**config.mk**
```make
export PLATFORM = sky130hd
export DESIGN_NAME = bit_stream_serializer_flat
export DESIGN_NICKNAME = d
export VERILOG_FILES = /design/src/rtl/bit_stream_serializer_pkg.sv /design/src/rtl/bit_stream_serializer_if.sv /design/src/rtl/bit_stream_serializer_shift_reg.sv /design/src/rtl/bit_stream_serializer.sv /design/src/flat_wrapper.sv
export SDC_FILE = /design/constraint.sdc
export NUM_CORES = 1
export LEC_CHECK = 0
export CAP_MARGIN = 5
export CORE_MARGIN = 2
export CORE_UTILIZATION = 40
export DETAILED_ROUTE_END_ITERATION = 7
export HOLD_SLACK_MARGIN = 0.08
export PLACE_DENSITY = 0.69
export RECOVER_POWER = 50
export SYNTH_ARGS = -nofsm -noshare
export SYNTH_HDL_FRONTEND = slang
export SYNTH_SLANG_ARGS = --single-unit
```
**constraint.sdc**
```tcl
create_clock -name clk -period 1.8 [get_ports clk]
set_input_delay 0.54 -clock clk [delete_from_list [all_inputs] [get_ports clk]]
set_output_delay 0.54 -clock clk [all_outputs]
set_load 0.005 [all_outputs]
```
**src/rtl/bit_stream_serializer_pkg.sv**
```systemverilog
// Shared constants for the bit-stream serializer: FSM state encoding,
// default word width, idle line level and the parity helper.
package seq_pkg;

  localparam logic [1:0] S_IDLE   = 2'd0;
  localparam logic [1:0] S_SHIFT  = 2'd1;
  localparam logic [1:0] S_PARITY = 2'd2;

  localparam int   DEFAULT_WIDTH      = 8;
  localparam logic DEFAULT_IDLE_LEVEL = 1'b0;

  // Even parity over a zero-extended word (zero padding does not change it).
  function automatic logic even_parity(input logic [31:0] word);
    return ^word;
  endfunction

endpackage

```
**src/rtl/bit_stream_serializer_if.sv**
```systemverilog
// Load handshake and serial output bundle of the bit-stream serializer.
interface bit_stream_serializer_if
  import seq_pkg::*;
#(
  parameter int WIDTH = DEFAULT_WIDTH
);

  logic [WIDTH-1:0] load_data;
  logic             load_valid;
  logic             load_ready;
  logic             ser_out;
  logic             ser_valid;
  logic             frame_done;
  logic             busy;

  modport master (
    output load_data, load_valid,
    input  load_ready, ser_out, ser_valid, frame_done, busy
  );

  modport slave (
    input  load_data, load_valid,
    output load_ready, ser_out, ser_valid, frame_done, busy
  );

endinterface

```
**src/rtl/bit_stream_serializer_shift_reg.sv**
```systemverilog
// ser_shift_reg: WIDTH-bit loadable left-shift register exposing its MSB.
module ser_shift_reg #(
  parameter int WIDTH = 8
) (
  input  logic             clk,
  input  logic             rst,
  input  logic             load,
  input  logic             shift_en,
  input  logic [WIDTH-1:0] load_val,
  output logic             msb
);

  logic [WIDTH-1:0] data_q;
  logic [WIDTH-1:0] data_d;

  always_comb begin
    data_d = data_q;
    if (load) begin
      data_d = load_val;
    end else if (shift_en) begin
      data_d = {data_q[WIDTH-2:0], 1'b0};
    end else begin
      data_d = data_q;
    end
  end

  always_ff @(posedge clk) begin
    if (rst) begin
      data_q <= {WIDTH{1'b0}};
    end else begin
      data_q <= data_d;
    end
  end

  assign msb = data_q[WIDTH-1];

endmodule

```
**src/rtl/bit_stream_serializer.sv**
```systemverilog
// MSB-first parallel-to-serial stage with valid/ready load and frame_done.
// Optional even-parity trailer bit when SER_PARITY_EN is defined.
module bit_stream_serializer
  import seq_pkg::*;
#(
  parameter int   WIDTH      = DEFAULT_WIDTH,
  parameter logic IDLE_LEVEL = DEFAULT_IDLE_LEVEL
) (
  input  logic                   clk,
  input  logic                   rst,
  bit_stream_serializer_if.slave bus
);

`ifdef SER_PARITY_EN
  localparam int CW = $clog2(WIDTH) + 1;
`else
  localparam int CW = $clog2(WIDTH);
`endif
  localparam logic [CW-1:0] CNT_LAST = CW'(WIDTH - 1);

  logic [1:0]    state_q, state_d;
  logic [CW-1:0] cnt_q, cnt_d;
  logic          ser_out_q, ser_out_d;
  logic          ser_valid_q, ser_valid_d;
  logic          frame_done_q, frame_done_d;
  logic          busy_q, busy_d;
  logic          load_ready_s;
  logic          accept_s;
  logic          shift_en_s;
  logic          shreg_msb_s;

  always_comb begin
    load_ready_s = 1'b0;
    if (rst) begin
      load_ready_s = 1'b0;
    end else if (state_q == S_IDLE) begin
      load_ready_s = 1'b1;
`ifdef SER_PARITY_EN
    end else if (state_q == S_PARITY) begin
      load_ready_s = 1'b1;
`else
    end else if (state_q == S_SHIFT && cnt_q == CNT_LAST) begin
      load_ready_s = 1'b1;
`endif
    end else begin
      load_ready_s = 1'b0;
    end
  end

  assign accept_s   = bus.load_valid && load_ready_s;
  assign shift_en_s = (state_q == S_SHIFT) && (cnt_q != CNT_LAST);

  // Shift register holds the word pre-shifted by one, so its MSB is always the next bit.
  ser_shift_reg #(.WIDTH(WIDTH)) u_shift_reg (
    .clk      (clk),
    .rst      (rst),
    .load     (accept_s),
    .shift_en (shift_en_s),
    .load_val ({bus.load_data[WIDTH-2:0], 1'b0}),
    .msb      (shreg_msb_s)
  );

`ifdef SER_PARITY_EN
  logic parity_q, parity_d;

  always_comb begin
    if (accept_s) begin
      parity_d = even_parity(32'(bus.load_data));
    end else begin
      parity_d = parity_q;
    end
  end

  always_ff @(posedge clk) begin
    if (rst) begin
      parity_q <= 1'b0;
    end else begin
      parity_q <= parity_d;
    end
  end
`endif

  always_comb begin
    state_d = state_q;
    cnt_d   = cnt_q;
    case (state_q)
      S_IDLE: begin
        state_d = accept_s ? S_SHIFT : S_IDLE;
        cnt_d   = {CW{1'b0}};
      end
      S_SHIFT: begin
        if (cnt_q != CNT_LAST) begin
          state_d = S_SHIFT;
          cnt_d   = cnt_q + CW'(1'b1);
        end else begin
          cnt_d   = {CW{1'b0}};
`ifdef SER_PARITY_EN
          state_d = S_PARITY;
`else
          state_d = accept_s ? S_SHIFT : S_IDLE;
`endif
        end
      end
`ifdef SER_PARITY_EN
      S_PARITY: begin
        state_d = accept_s ? S_SHIFT : S_IDLE;
        cnt_d   = {CW{1'b0}};
      end
`endif
      default: begin
        state_d = S_IDLE;
        cnt_d   = {CW{1'b0}};
      end
    endcase
  end

  // Outputs are registered, so they are computed from the next state.
  always_comb begin
    ser_out_d    = IDLE_LEVEL;
    ser_valid_d  = 1'b0;
    frame_done_d = 1'b0;
    busy_d       = 1'b0;
    if (state_d == S_SHIFT) begin
      ser_out_d    = accept_s ? bus.load_data[WIDTH-1] : shreg_msb_s;
      ser_valid_d  = 1'b1;
      busy_d       = 1'b1;
`ifdef SER_PARITY_EN
      frame_done_d = 1'b0;
    end else if (state_d == S_PARITY) begin
      ser_out_d    = parity_q;
      ser_valid_d  = 1'b1;
      busy_d       = 1'b1;
      frame_done_d = 1'b1;
`else
      frame_done_d = (cnt_d == CNT_LAST);
`endif
    end else begin
      ser_out_d    = IDLE_LEVEL;
      ser_valid_d  = 1'b0;
      frame_done_d = 1'b0;
      busy_d       = 1'b0;
    end
  end

  always_ff @(posedge clk) begin
    if (rst) begin
      state_q      <= S_IDLE;
      cnt_q        <= {CW{1'b0}};
      ser_out_q    <= IDLE_LEVEL;
      ser_valid_q  <= 1'b0;
      frame_done_q <= 1'b0;
      busy_q       <= 1'b0;
    end else begin
      state_q      <= state_d;
      cnt_q        <= cnt_d;
      ser_out_q    <= ser_out_d;
      ser_valid_q  <= ser_valid_d;
      frame_done_q <= frame_done_d;
      busy_q       <= busy_d;
    end
  end

  assign bus.load_ready = load_ready_s;
  assign bus.ser_out    = ser_out_q;
  assign bus.ser_valid  = ser_valid_q;
  assign bus.frame_done = frame_done_q;
  assign bus.busy       = busy_q;

endmodule
```
**src/flat_wrapper.sv**
```systemverilog
// flat-port wrapper written by rule: the top's interface ports become plain ports
module bit_stream_serializer_flat import seq_pkg::*;
#(
  parameter int   WIDTH      = DEFAULT_WIDTH,
  parameter logic IDLE_LEVEL = DEFAULT_IDLE_LEVEL
)
  (clk, rst, bus_load_data, bus_load_valid, bus_load_ready, bus_ser_out, bus_ser_valid, bus_frame_done, bus_busy);
  bit_stream_serializer_if #(.WIDTH(WIDTH)) bus_i ();
  input  logic clk;
  input  logic rst;
  input wire logic [$bits(bus_i.load_data)-1:0] bus_load_data;
  input wire logic [$bits(bus_i.load_valid)-1:0] bus_load_valid;
  output wire logic [$bits(bus_i.load_ready)-1:0] bus_load_ready;
  output wire logic [$bits(bus_i.ser_out)-1:0] bus_ser_out;
  output wire logic [$bits(bus_i.ser_valid)-1:0] bus_ser_valid;
  output wire logic [$bits(bus_i.frame_done)-1:0] bus_frame_done;
  output wire logic [$bits(bus_i.busy)-1:0] bus_busy;
  assign bus_i.load_data = bus_load_data;
  assign bus_i.load_valid = bus_load_valid;
  assign bus_load_ready = bus_i.load_ready;
  assign bus_ser_out = bus_i.ser_out;
  assign bus_ser_valid = bus_i.ser_valid;
  assign bus_frame_done = bus_i.frame_done;
  assign bus_busy = bus_i.busy;
  bit_stream_serializer #(.WIDTH(WIDTH), .IDLE_LEVEL(IDLE_LEVEL)) u_core (.clk(clk), .rst(rst), .bus(bus_i));
endmodule
```
==> results.py <==
metrics = {
    "outcome": {
        "status": "finished with violations",
        "violations": "setup timing",
    },
    "grt": {
        "grt_pass1_vias": 426,
        "antenna_found_initial": 0,
        "busiest_layer": "met2",
        "gr-usage-met1_pct": 18.2,
        "grt-ovfl-total": 0,
        "grtUsageMet2_pct": 19.7,
        "use_met3_pct": 3.48,
        "grt_max_degree": 16,
        "grt_use_total_pct": 14.1,
        "grt_first_pass_wirelength_um": 1840,
    },
    "layout": {
        "syn_to_final_growth_pct": 42.6,
        "fillCellCount": 114,
        "final_area_sq_um": 800,
        "drive_gt1_share_pct": 25.7,
        "diodes": 0,
        "fin_nets": 88,
        "fin_util_pct": 61.4,
    },
    "critical_path": {
        "critPathTopFamily": "flip-flops",
        "startpoint_type": "flop",
        "crit_chain": "ha_4 > ha_4 > and2b_1 > nor2_1 > buf_2",
        "cp_common_cell": "ha_4",
        "crit_arrival_ns": 1.29,
        "cp_slowest_cell": "dfxtp_2",
        "critPathKind": "flop to output pin",
        "path_max_fanout": 2,
        "path_buf_inv": 1,
        "cp-end-kind": "output pin",
        "cp_data_required_time_ns": 1.26,
        "slowest_delay_ns": 0.34,
    },
    "drt": {
        "drc": 0,
        "vias": 439,
        "routed_wl_um": 988,
        "drtAntennaViolNets": 0,
        "drt-initial-drc-count": 2,
        "first_pass_iters": 3,
        "avgViaCountPerCell": 4.93,
        "avgRoutedWirePerCell_um": 11.1,
    },
    "synthesis": {
        "netlist_instances": 52,
        "ys_seq_elements": 13,
        "seq_area_frac_synth_pct": 46.4,
        "syn_nets": 65,
        "synth_warnings": 0,
        "synth.avg_cell_area_sq_um": 10.8,
        "netlist_area_sq_um": 561,
        "synth_cell_type_count": 20,
    },
    "floorplanning": {
        "rows": 13,
        "io_pins": 16,
        "die_x_um": 41.4,
        "core_area_sq_um": 1300,
        "die_h_um": 41.4,
        "dieArea_sq_um": 1720,
        "initial_core_util_pct": 43.1,
    },
    "pwr": {
        "p_seq_share_pct": 52.3,
        "netSwitchingPower_mw": 0.150,
        "p_clk_share_pct": 31.3,
        "pwr_density_cell_nw_per_um2": 752,
        "ir_worst_vdd_uv": 412,
        "p_int_mw": 0.451,
        "p_comb_share_pct": 16.4,
        "power.leakage_nw": 0.358,
        "switching_share_pct": 25.0,
    },
    "timing": {
        "finalSetupTns_ns": -0.0267,
        "finalSetupViolations": 1,
        "period_needed_ns": 1.83,
        "final.setup.worst_slack_ns": -0.0267,
        "finalCritPeriodShare_pct": 101,
        "timing.fmax_mhz": 547,
        "worst_pin_slew_ns": 0.592,
        "maxSlewHeadroom_pct": 60.5,
        "finalClockSkew_ns": 0.00294,
        "final_max_slew_viol_count": 0,
        "finalHoldViolCount": 0,
        "rsz0062_at_grt": "true",
    },
    "clocking": {
        "htreeDepth": 1,
        "clock_path_buffers": 2,
        "root_buffer": "clkbuf_4",
        "clk_latency_ns": 0.28,
        "cts.reportedPaths.clkPinSlew_ns": 0.08,
        "holdBufCountCts": 0,
        "cts_tree": "done",
        "clock-sinks": 13,
        "cts_buffers": 3,
    },
    "place": {
        "preCtsSetupSlack_ns": -0.328,
        "dp_hpwl_um": 712,
        "gp_congestion": 0.638,
        "portBuffers": 15,
        "place_area_sq_um": 748,
    },
    "min_path": {
        "hold_class": "flop to flop",
    },
    "job": {
        "drv_cap": 0,
    },
}
[through the flow]
| step | hold WS (ns) | power, mW | instances |
|---|---|---|---|
| 2_1_floorplan | 0.429 | 0.376 | 52 |
| 3_3_place_gp | 0.461 | 0.421 | 84 |
| 3_5_place_dp | 0.464 | 0.422 | 84 |
| 4_1_cts | 0.473 | 0.613 | 89 |
| 5_1_grt | 0.488 | 0.630 | 89 |
| 6_report | 0.481 | 0.601 | 89 |
[placed cells by master, fill, tap and decap left out, types with 2 or more instances in the layout]
master,instances
a211oi_1,5
buf_4,5
clkbuf_1,2
clkbuf_4,3
clkdlybuf4s50_1,11
dfxtp_1,10
dfxtp_2,3
dlymetal6s2s_1,2
ha_4,2
mux2i_1,7
nor2_1,9
nor3_1,2
[routing by layer]
metal / share of wire [%] / routed length [um] / vias to the layer above
met5: 0 / 0 / -
met4: 3.0 / 30 / 0
met3: 5.7 / 56 / 4
met2: 46 / 453 / 11
met1: 45 / 448 / 200
li1: - / - / 224
[power by group through the flow]
stage | registers, mW | logic, mW | clock network, mW
final | 0.314 | 0.0985 | 0.188
after CTS | 0.314 | 0.104 | 0.194
after floorplan | 0.320 | 0.0556 | 0
after global routing | 0.317 | 0.110 | 0.204
after detailed placement | 0.320 | 0.103 | 0
after global placement | 0.319 | 0.102 | 0
[worst min-delay path: stages (launching register included)]
cell	delay, ns
dfxtp_1	0.33
nand2_1	0.07
a21oi_2	0.04
[cells by family (layout without fill, tap and decap cells)]
family          Yosys count  count (layout)  share of synthesized area (%)
compound gates            7               7                           10.5
fa+ha+maj                 2               2                           4.46
flops                    13              13                           46.4
buf+inv                   4              26                           6.92
simple gates             19              19                           19.2
mux                       7               7                           12.5
[cell type report]
type | count | area (sq um) | share of cell area [%]
repair buffers | 22 | 211 | 26.4
flip-flops and latches | 13 | 264 | 33.0
well taps | 15 | 18.8 | 2.35
clock buffers | 4 | 26.3 | 3.29
multi-input cells | 35 | 279 | 34.9
[repair_timing]
| action | in CTS | in global routing |
|---|---|---|
| gates resized for setup | 10 | 3 |
| setup buffers | 1 | 0 |
| setup endpoints to repair | 1 | 3 |
| pin swaps | 2 | 1 |
[sequential cells by signal (all words and copies together), names as in the netlist]
register	flops
u_core.state_q	1
u_core.bus.frame_done	1
u_core.cnt_q	3
u_core.bus.ser_out	1
u_core.u_shift_reg.data_q	7
[Yosys cell counts]
| cell type | instances | share of area [%] |
|---|---|---|
| dfxtp_1 | 13 | 46 |
| buf_2 | 1 | 0.89 |
| and3b_1 | 1 | 1.6 |
| nand2b_4 | 1 | 2.5 |
| a211oi_2 | 1 | 2.2 |
| nor3_1 | 2 | 1.8 |
| a21oi_2 | 1 | 1.6 |
| nand3_2 | 1 | 1.8 |
| buf_4 | 1 | 1.3 |
| nor2_2 | 1 | 1.1 |
| a211oi_1 | 5 | 6.7 |
| ha_1 | 2 | 4.5 |
| nor3b_1 | 1 | 1.3 |
| and3_1 | 1 | 1.1 |
| and2b_1 | 1 | 1.3 |
| buf_8 | 1 | 2.7 |
| nand2_1 | 1 | 0.67 |
| nor2_1 | 9 | 6.0 |
| mux2i_1 | 7 | 13 |
| buf_6 | 1 | 2.0 |
[path summary, 6_finish.rpt]
kind / from / end / slack (ns) / cells past startpoint
worst max-delay path: u_core.cnt_q[0] / bus_load_ready / -0.03 / 5
worst min-delay path: u_core.u_shift_reg.data_q[7] / u_core.bus.ser_out / 0.48 / 2
worst min register to register: u_core.u_shift_reg.data_q[7] / u_core.bus.ser_out / 0.48 / 2
worst max register to register: u_core.cnt_q[0] / u_core.u_shift_reg.data_q[2] / 0.22 / 6
(Power assumes the default switching activity.)
